===== src/rtl/bcd_to_binary_seq.sv =====
// rtl/bcd_to_binary_seq.sv - sequential 11-digit BCD to 36-bit binary converter
//
// Converts a packed 11-digit BCD number to unsigned binary using one
// multiply-by-ten-and-add step per digit, most-significant digit first.
// The latency is fixed: done pulses 12 enabled edges after the start edge.
//
// Ports:
//   Clk          in   1   system clock, rising edge
//   Reset        in   1   asynchronous active-high reset
//   enable       in   1   clock enable; 0 freezes all state and outputs
//   start        in   1   conversion request, sampled in IDLE only
//   BCD0..BCD10  in   4   decimal digits, BCD0 = units, BCD10 = 10^10
//   data         out  36  binary result, held until the next done
//   done         out  1   one-enabled-cycle pulse when results update
//   busy         out  1   high whenever a conversion is in progress
//   overflow     out  1   result >= 2^36, valid with done
//   error        out  1   a captured digit was > 9, valid with done

module bcd_to_binary_seq (
  input  logic        Clk,
  input  logic        Reset,
  input  logic        enable,
  input  logic        start,
  input  logic [3:0]  BCD0,
  input  logic [3:0]  BCD1,
  input  logic [3:0]  BCD2,
  input  logic [3:0]  BCD3,
  input  logic [3:0]  BCD4,
  input  logic [3:0]  BCD5,
  input  logic [3:0]  BCD6,
  input  logic [3:0]  BCD7,
  input  logic [3:0]  BCD8,
  input  logic [3:0]  BCD9,
  input  logic [3:0]  BCD10,
  output logic [35:0] data,
  output logic        done,
  output logic        busy,
  output logic        overflow,
  output logic        error
);

  typedef enum logic [1:0] {
    IDLE = 2'd0,
    CONV = 2'd1,
    DONE = 2'd2
  } state_t;

  state_t       state_q, state_d;
  logic [3:0]   cnt_q, cnt_d;
  logic [36:0]  acc_q, acc_d;
  logic [43:0]  sr_q, sr_d;
  logic         bad_q, bad_d;
  logic [35:0]  data_q, data_d;
  logic         done_q, done_d;
  logic         ovf_q, ovf_d;
  logic         err_q, err_d;

  logic [43:0]  digits_in;
  logic         any_bad;
  logic [3:0]   cur_digit;
  logic [36:0]  acc_x10;

  assign digits_in = {BCD10, BCD9, BCD8, BCD7, BCD6, BCD5,
                      BCD4, BCD3, BCD2, BCD1, BCD0};

  always_comb begin
    any_bad = 1'b0;
    for (int i = 0; i < 11; i++) begin
      if (digits_in[i*4 +: 4] > 4'd9) any_bad = 1'b1;
    end
  end

  // cnt selects the digit being folded in: 10 first (most significant), 0 last.
  assign cur_digit = sr_q[{cnt_q, 2'b00} +: 4];
  // The largest 11-digit input fits in 37 bits, so acc never wraps.
  assign acc_x10   = (acc_q << 3) + (acc_q << 1);

  always_comb begin
    state_d = state_q;
    cnt_d   = cnt_q;
    acc_d   = acc_q;
    sr_d    = sr_q;
    bad_d   = bad_q;
    data_d  = data_q;
    done_d  = done_q;
    ovf_d   = ovf_q;
    err_d   = err_q;

    if (enable) begin
      done_d = 1'b0;
      unique case (state_q)
        IDLE: begin
          if (start) begin
            sr_d    = digits_in;
            bad_d   = any_bad;
            acc_d   = '0;
            cnt_d   = 4'd10;
            state_d = CONV;
          end
        end
        CONV: begin
          acc_d = acc_x10 + {33'd0, cur_digit};
          if (cnt_q == 4'd0) begin
            state_d = DONE;
          end else begin
            cnt_d = cnt_q - 4'd1;
          end
        end
        DONE: begin
          if (bad_q) begin
            data_d = '0;
            ovf_d  = 1'b0;
            err_d  = 1'b1;
          end else begin
            data_d = acc_q[35:0];
            ovf_d  = acc_q[36];
            err_d  = 1'b0;
          end
          done_d  = 1'b1;
          state_d = IDLE;
        end
        default: state_d = IDLE;
      endcase
    end
  end

  always_ff @(posedge Clk or posedge Reset) begin
    if (Reset) begin
      state_q <= IDLE;
      cnt_q   <= '0;
      acc_q   <= '0;
      sr_q    <= '0;
      bad_q   <= 1'b0;
      data_q  <= '0;
      done_q  <= 1'b0;
      ovf_q   <= 1'b0;
      err_q   <= 1'b0;
    end else begin
      state_q <= state_d;
      cnt_q   <= cnt_d;
      acc_q   <= acc_d;
      sr_q    <= sr_d;
      bad_q   <= bad_d;
      data_q  <= data_d;
      done_q  <= done_d;
      ovf_q   <= ovf_d;
      err_q   <= err_d;
    end
  end

  assign data     = data_q;
  assign done     = done_q;
  assign busy     = (state_q != IDLE);
  assign overflow = ovf_q;
  assign error    = err_q;

endmodule


===== config.mk =====
export PLATFORM = sky130hd
export DESIGN_NAME = bcd_to_binary_seq
export DESIGN_NICKNAME = d
export VERILOG_FILES = /design/src/rtl/bcd_to_binary_seq.sv
export SDC_FILE = /design/constraint.sdc
export NUM_CORES = 1
export LEC_CHECK = 0
export CAP_MARGIN = 0
export CORE_MARGIN = 2
export CORE_UTILIZATION = 35
export CTS_BUF_LIST = sky130_fd_sc_hd__clkbuf_8 sky130_fd_sc_hd__clkbuf_16
export DETAILED_ROUTE_END_ITERATION = 7
export PLACE_DENSITY = 0.66
export SLEW_MARGIN = 0
export SYNTH_ARGS = -nofsm -noshare
export SYNTH_HDL_FRONTEND = slang
export SYNTH_SLANG_ARGS = --single-unit

===== constraint.sdc =====
create_clock -name Clk -period 4.5 [get_ports Clk]
set_input_delay 0.675 -clock Clk [delete_from_list [all_inputs] [get_ports Clk]]
set_output_delay 0.675 -clock Clk [all_outputs]
set_load 0.02 [all_outputs]

Word-level counts from Yosys, hierarchy flattened
Cells that the tools add are included.
- add/subtract/negate cells: 3
- order comparisons: 11
- equality and inequality tests: 5
- shift operators: 1
- multiplexer cells: 23
- reductions and logical operators: 9
- operator list (cell ; count):
    $pmux W37 S2 ; 1
    $gt A4 B4 Y1 const B ; 11
    $shiftx A44 B7 Y4 ; 1
    $add A37 B37 Y37 ; 1
    $add A37 B4 Y37 ; 1
    $mux W37 ; 1
    $mux W36 ; 1
    $mux W1 ; 14
    $reduce_and A3 Y1 ; 3
    $mux W4 ; 2
    $pmux W4 S2 ; 1
    $ne A2 B2 Y1 const B ; 3
    $logic_not A4 Y1 ; 1
    $mux W2 ; 2
    $pmux W2 S2 ; 1
    $reduce_and A4 Y1 ; 1
    $reduce_bool A2 Y1 ; 2
    $sub A4 B1 Y4 const B ; 1
    $eq A2 B1 Y1 const B ; 1
    $eq A2 B2 Y1 const B ; 1
    $logic_not A2 Y1 ; 1
    $reduce_and A2 Y1 ; 1
- register bits: 127
- output and inout bits: 40
- logic and storage cells: 61

Depth between registers and ports, before layout
Gate-level depths: netlist of run 1.
- depth after elaboration: 12
- mapped depth: 17
- depth with buffers taken out: 16

Worst setup path after synthesis of run 1
OpenSTA, ideal clock, no wires.
- path kind: reg-to-reg
- start: register cnt_q[0]
- end: register acc_q[32]
- library setup time: 0.126 ns
- arrival time: 3.938 ns
- required time: 4.374 ns
- slack: 0.436 ns
- stages on the path, launching flop included: 16
- path buffers: 2
- clock period less this slack: 4.064 ns
- path through: dfrtp_1 > clkbuf_1 > clkbuf_1 > mux4_2 > nand2_1 > o21ai_0 > ha_1 > ha_1 > fa_1 > a21o_1 > a31oi_1 > nand4bb_1 > nand3_1 > o21ai_1 > o21ai_0 > a221o_1
- cells in the longest elaborated chain, start to end: 3
- RTL lines (item ; RTL line ; text):
    start: declaration ; 49 ; logic [3:0] cnt_q, cnt_d;
    start signal: assignment ; 140 ; cnt_q <= cnt_d;
    $shiftx A44 B7 Y4 ; 74 ; assign cur_digit = sr_q[{cnt_q, 2'b00} +: 4];
    $add A37 B4 Y37 ; 102 ; acc_d = acc_x10 + {33'd0, cur_digit};
    $pmux W37 S2 ; 91 ; unique case (state_q)
    end signal: assignment ; 131 ; acc_q <= '0;
    end signal: assignment ; 141 ; acc_q <= acc_d;
    end: declaration ; 50 ; logic [36:0] acc_q, acc_d;
Every way passes these cells.
A chain may end at the register's enable or synchronous reset.

Worst setup path in the final report of run 1
- start: register cnt_q[0]
- end: register acc_q[24]
The elaborated chain is that of the path after synthesis.

==> results of run 1 <==
==> sequential cells by signal, indices dropped and copies added, names as in the netlist <==
signal,cells
sr_q,44
bad_q,1
overflow,1
acc_q,37
state_q,2
error,1
cnt_q,4
data,36
done,1
==> cell families (layout without fill, tap and decap cells) <==
group / Yosys count / count (layout) / share of synthesized area
xor gates and xnor gates: 20 / 20 / 0.0220
adders and majority gates: 71 / 71 / 0.113
AOI/OAI and AO/OA: 233 / 233 / 0.182
and+or+nand+nor: 248 / 248 / 0.151
DFF: 127 / 127 / 0.399
muxes: 62 / 62 / 0.0975
buffers and inverters: 67 / 144 / 0.0353
==> per-layer routing <==
| metal | global-route usage | wire (um) | vias up | share of wire |
|---|---|---|---|---|
| li1 | - | - | 3135 | - |
| met1 | 0.232 | 9210 | 3076 | 0.47 |
| met2 | 0.279 | 9160 | 148 | 0.47 |
| met4 | 0.0450 | 249 | 0 | 0.013 |
| met3 | 0.0362 | 1040 | 16 | 0.053 |
| met5 | 0 | 0 | - | 0 |
==> worst min-delay path: stages, from the launching register on <==
cell and delay, ps:
sky130_fd_sc_hd__dfrtp_1 340, sky130_fd_sc_hd__nand2_1 50, sky130_fd_sc_hd__o21ai_0 60
==> cell type report <==
| cell class | instances | share of cell area |
|---|---|---|
| multi-input cells | 634 | 0.466 |
| clock inverters | 14 | 0.0210 |
| repair buffers | 95 | 0.0971 |
| inverters | 17 | 0.00683 |
| well taps | 285 | 0.0367 |
| flip-flops and latches | 127 | 0.327 |
| clock buffers | 18 | 0.0452 |
==> where the power goes <==
part / switching [mW] / total, mW / internal (mW)
Combinational: 1.41 / 2.54 / 1.13
Clock: 0.563 / 1.52 / 0.953
Sequential: 0.335 / 1.80 / 1.46
Total: 2.31 / 5.85 / 3.54
==> per-stage QoR <==
| step | worst slack [ps] | util | power (mW) | cell area [sq um] | hold slack (ps) |
|---|---|---|---|---|---|
| 2_1_floorplan | 436 | - | 3.87 | 7970 | 449 |
| 6_report | 309 | 0.432 | 5.85 | 9710 | 474 |
| 3_3_place_gp | 475 | 0.403 | 4.28 | 9070 | 461 |
| 4_1_cts | 337 | 0.432 | 5.88 | 9710 | 483 |
| 5_1_grt | 52.6 | 0.432 | 6.30 | 9710 | 515 |
| 3_5_place_dp | 369 | 0.403 | 4.34 | 9070 | 470 |
==> worst paths after layout <==
path	start	end	slack, ps	cells after the start
min in group asynchronous	Reset	data[0]	800	2
max reg2reg	cnt_q[0]	acc_q[24]	310	14
min	data[10]	data[10]	470	2
min reg2reg	data[10]	data[10]	470	2
max	cnt_q[0]	acc_q[24]	310	14
max in group asynchronous	Reset	data[30]	2870	3
==> Yosys cell counts, drive strengths merged, types with 3 or more instances <==
cell type and instances:
ha 69, mux2i 9, mux4 8, dfrtp 127
xnor2 14, o21bai 8, o211ai 5, mux2 45
nand3b 3, clkbuf 41, nor2b 3, a221o 4
nor2 34, inv 17, a211oi 7, a21o 21
nand2b 42, nor3 11, xor2 6, and3 4
o21a 4, or3 4, and2 4, nor4 3
nand3 9, o21ai 98, a22o 3, nand4 14
o31ai 9, nand2 106, buf 9, a21oi 49
==> flow_summary.yaml, run 1 <==
synthesis:
  yosys_register_bits: 127
  ys_seq_area_frac: 0.399
  postSynthNetCount: 947
  synth_top_area_frac: 0.399
  avgSynthCellArea_sq_um: 9.63
  cells_taking_the_most_area_after_synthesis: "sky130_fd_sc_hd__dfrtp_1, sky130_fd_sc_hd__ha_1, sky130_fd_sc_hd__mux2_2"
  synth_enable_flop_cells: 0
  synth_top_area_cell: "sky130_fd_sc_hd__dfrtp_1"
  synth-warning-count: 0
  most_used_dff_post_synth: "sky130_fd_sc_hd__dfrtp_1"
  post_synth_instance_area_sq_um: 7970
  netlist_instances: 828
  synth_async_sr_flop_share: 1.00
  synthDistinctLibCells: 68
timing:
  min_period_over_period: 0.931
  post-route-min-period_ps: 4190
  maxClockFrequency_ghz: 0.239
  worst_slew_margin_rel: 0.394
  hold_violation_total_from_the_final_report: 0
  maxSlewViolCount: 0
  tightestPinTransition_ps: 910
  setup_violations: 0
  unrepaired_setup_endpoints_after_global_routing: "false"
  fin_setup_tns_ps: 0
  clock_skew_ps: 9.69
clock_tree:
  clk_slew_on_worst_s_h_paths_ps: 60
  ctsHoldBuffers: 0
  clockBufferDepth: 2
  cts_tree: "yes"
  post_cts.repair.setup_buffers: 0
  cts_buffers: 17
  clock_tree.htree_level_count: 4
  post_cts.resized_instances: 0
  clock_tree.root_cell: "sky130_fd_sc_hd__clkbuf_16"
  clock_insertion_delay_worst_skew_ps: 430
  cts_sinks: 127
global_route:
  grt_start_max_net_pins: 74
  grt.overflow.total: 0
  grt_usage: 0.171
  grt_pass1_wl_um: 32700
  initial_antenna_violation_count: 1
  first_global_vias: 6278
layout:
  multiInputGateArea_sq_um: 4530
  layout_overhead_on_the_synthesized_area_pct: 21.8
  sequential_area_sq_um: 3180
  fin_nets: 1011
  share_of_cells_above_drive_strength_1: 0.120
  final_cell_count_no_fill: 1190
  fillCellCount: 2195
  layout.cells.most_common_list: "sky130_fd_sc_hd__dfrtp_1, sky130_fd_sc_hd__nand2_1, sky130_fd_sc_hd__o21ai_0"
  most_frequent_standard_cell_in_the_layout_excluding_fill_and_tap_cells: "sky130_fd_sc_hd__dfrtp_1"
  antenna_diodes: 0
floorplan:
  die_area_sq_um: 24000
  die_x_um: 155
  start_util: 0.354
  die_y_um: 155
  core_area_sq_um: 22500
  row_count: 55
  top_level_ports: 88
min_path:
  min_path_type: "register to register"
worst_setup_path:
  crit_fanout: 9
  startpoint_type: "register"
  timing.critical_path.cells: "buf_4 > mux4_2 > nand2_1 > o21ai_0 > ha_1 > ha_1 > fa_1 > a21o_1 > a31oi_1 > nand4bb_1 > nand3_1 > a211oi_1 > o21ai_0 > a221o_1"
  setup.worst_path.class: "register to register"
  critPathRequiredTime_ps: 4810
  cp_slowest_cell: "sky130_fd_sc_hd__dfrtp_1"
  critical_path.top_delay_family: "compound AO/OA/AOI/OAI gates"
  cp_slowest_stage_delay_ps: 570
  critPathArrivalTime_ps: 4500
  cp_num_buf_inv: 1
  crit_path_end_kind: "register"
route:
  route.vias.total: 6375
  firstDrtPassIters: 4
  ant_nets: 0
  remaining_drc_errors: 0
  detail_route.wirelength_um: 19700
  drt-wirelength-per-cell_um: 16.5
  detail_route.vias_per_cell: 5.36
  drt_first_iter_violations: 374
power:
  ir_drop_uv: 261
  p_per_area_nw_per_um2: 602
  static-leakage-power_nw: 4.29
placement:
  port_buffers: 87
  globalplace.congestion: 0.896
  detailed_placement_wirelength_estimate_um: 14500
  post-place-cells: 1158
run:
  max-cap-violations: 0
status:
  outcome: "complete, no violations"
Power figures use the tool's default switching activity.
==> inputs of run 2 (changes only) <==
Settings changed: CORE_MARGIN 2 to 5.
==> run 2 against run 1 <==
  * Register-to-register slack improved by 96 ps
  * First-iteration DRC count rose by 1.1%
  * Clock power fell by 7%
  * Critical path type unchanged
  * Critical endpoint is now acc_q[36]
  * Setup slack improved by 96 ps
==> flow_summary.yaml, run 2 (synthesized netlist as in run 1, its figures left out) <==
status:
  outcome: "complete, no violations"
global_route:
  grt_start_max_net_pins: 75
  grt_usage: 0.155
  initial_antenna_violation_count: 1
  grt.overflow.total: 0
  grt_pass1_wl_um: 32800
  first_global_vias: 6567
layout:
  post-route-cell-area_sq_um: 9670
  fin_nets: 1010
  largest_register_ff_count: 44
  antenna_diodes: 0
  layout.cells.most_common_list: "sky130_fd_sc_hd__dfrtp_1, sky130_fd_sc_hd__nand2_1, sky130_fd_sc_hd__o21ai_0"
  top_register: "sr_q"
  most_frequent_standard_cell_in_the_layout_excluding_fill_and_tap_cells: "sky130_fd_sc_hd__dfrtp_1"
  layout_overhead_on_the_synthesized_area_pct: 21.3
  fillCellCount: 2185
  share_of_cells_above_drive_strength_1: 0.121
power:
  netSwitchingPower_mw: 2.33
  netSwitchingFraction: 0.405
  power.share.sequential: 0.312
  clkPwrFrac: 0.247
  cell_internal_pwr_mw: 3.43
  p_per_area_nw_per_um2: 596
  comb_power_share: 0.441
  ir_drop_uv: 270
  static-leakage-power_nw: 4.26
worst_setup_path:
  startpoint_type: "register"
  setup.worst_path.class: "register to register"
  crit_fanout: 12
  critPathArrivalTime_ps: 4420
  crit_path_end_kind: "register"
  critPathRequiredTime_ps: 4830
  reg2regPathDepth: 15
placement:
  detailed_placement_wirelength_estimate_um: 14500
  port_buffers: 87
  globalplace.congestion: 0.904
  post_detailed_placement_cell_area_sq_um: 9060
min_path:
  min_path_type: "register to register"
  cell_depth_of_the_worst_min_delay_path: 2
timing:
  maxClockFrequency_ghz: 0.244
  maxSlewViolCount: 0
  min_period_over_period: 0.910
  tightestPinTransition_ps: 1080
  fin_setup_tns_ps: 0
  worst_slew_margin_rel: 0.279
  unrepaired_setup_endpoints_after_global_routing: "false"
  clock_skew_ps: 10.8
  hold_violation_total_from_the_final_report: 0
  post-route-min-period_ps: 4090
  setup_violations: 0
  finalHoldWorstSlack_ps: 475
route:
  ant_nets: 0
  detail_route.wirelength_um: 19600
  route.vias.total: 6390
  detail_route.vias_per_cell: 5.37
  drt_first_iter_violations: 378
  drt-wirelength-per-cell_um: 16.4
  remaining_drc_errors: 0
  firstDrtPassIters: 4
floorplan:
  top_level_ports: 88
  start_util: 0.354
  die_x_um: 161
  row_count: 55
  die_y_um: 161
  core_area_sq_um: 22500
  die_area_sq_um: 25900
clock_tree:
  clk_slew_on_worst_s_h_paths_ps: 60
  clock_insertion_delay_worst_skew_ps: 430
  cts_buffers: 17
  cts_sinks: 127
  ctsHoldBuffers: 0
  clock_tree.htree_level_count: 4
  clock_tree.root_cell: "sky130_fd_sc_hd__clkbuf_16"
  clockBufferDepth: 2
  cts_tree: "yes"
run:
  max-cap-violations: 0
run 2: final timing paths:
path,start,endpoint,slack (ps)
worst max-delay path,cnt_q[1],acc_q[36],410
worst min-delay path,data[15],data[15],470
worst max register to register,cnt_q[1],acc_q[36],410
worst min register to register,data[15],data[15],470
max in group asynchronous,Reset,cnt_q[0],2850
min in group asynchronous,Reset,sr_q[28],810
run 2: worst max-delay path, stage by stage, from the launching register on:
cell                        delay, ps
sky130_fd_sc_hd__dfrtp_1          540
sky130_fd_sc_hd__nor2_1           280
sky130_fd_sc_hd__a21oi_1          110
sky130_fd_sc_hd__a211oi_1         270
sky130_fd_sc_hd__a21oi_1          100
sky130_fd_sc_hd__fa_1             510
sky130_fd_sc_hd__inv_1             70
sky130_fd_sc_hd__fa_1             460
sky130_fd_sc_hd__a21o_1           220
sky130_fd_sc_hd__a31oi_1          290
sky130_fd_sc_hd__nand4bb_1        170
sky130_fd_sc_hd__nand3_1          160
sky130_fd_sc_hd__o21ai_1          330
sky130_fd_sc_hd__buf_4            190
sky130_fd_sc_hd__nor3_1            40
sky130_fd_sc_hd__o31ai_1          240
run 2: power by group through the flow:
stage / clock network (mW) / logic (mW) / registers [mW]
finish: 1.42 / 2.54 / 1.79
global route: 1.50 / 2.88 / 1.84
CTS: 1.44 / 2.54 / 1.80
detailed placement: 0 / 2.53 / 1.82
global placement: 0 / 2.46 / 1.82
floorplan: 0 / 2.19 / 1.68
run 2: repair_timing:
item / 4_1_cts / 5_1_grt
setup buffers: 0 / 0
gates resized for setup: 0 / 1
endpoints found under the setup margin: 0 / 4
run 2: layout make-up:
type                       count  area (sq um)  area share
clock buffer                  17           425      0.0440
clock inverter                15           178      0.0184
inverter                      17          66.3     0.00686
multi-input combinational    634          4530       0.468
sequential                   127          3180       0.329
tap                          285           357      0.0369
timing repair buffer          94           936      0.0968
run 2: per-layer routing:
layer  global-route usage  vias up  wire [um]
met1                0.206     3082       9230
met2                0.247      157       8970
met4               0.0485        2        362
li1                     -     3127          -
met5                    0        -          7
met3               0.0405       22        983
run 2: stage by stage:
step / setup WS, ps / utilization / power, mW / cells
floorplan: 436 / - / 3.87 / 828
global route: 102 / 0.430 / 6.22 / 1189
CTS: 331 / 0.430 / 5.78 / 1189
detailed placement: 363 / 0.403 / 4.34 / 1157
finish: 405 / 0.430 / 5.76 / 1189
global placement: 471 / 0.403 / 4.28 / 1157
==> inputs of run 3 (changes only) <==
Settings changed: SKIP_LAST_GASP set to 1.
==> results of run 3 <==
The final DEF is identical to that of run 2; final timing and power are the same.
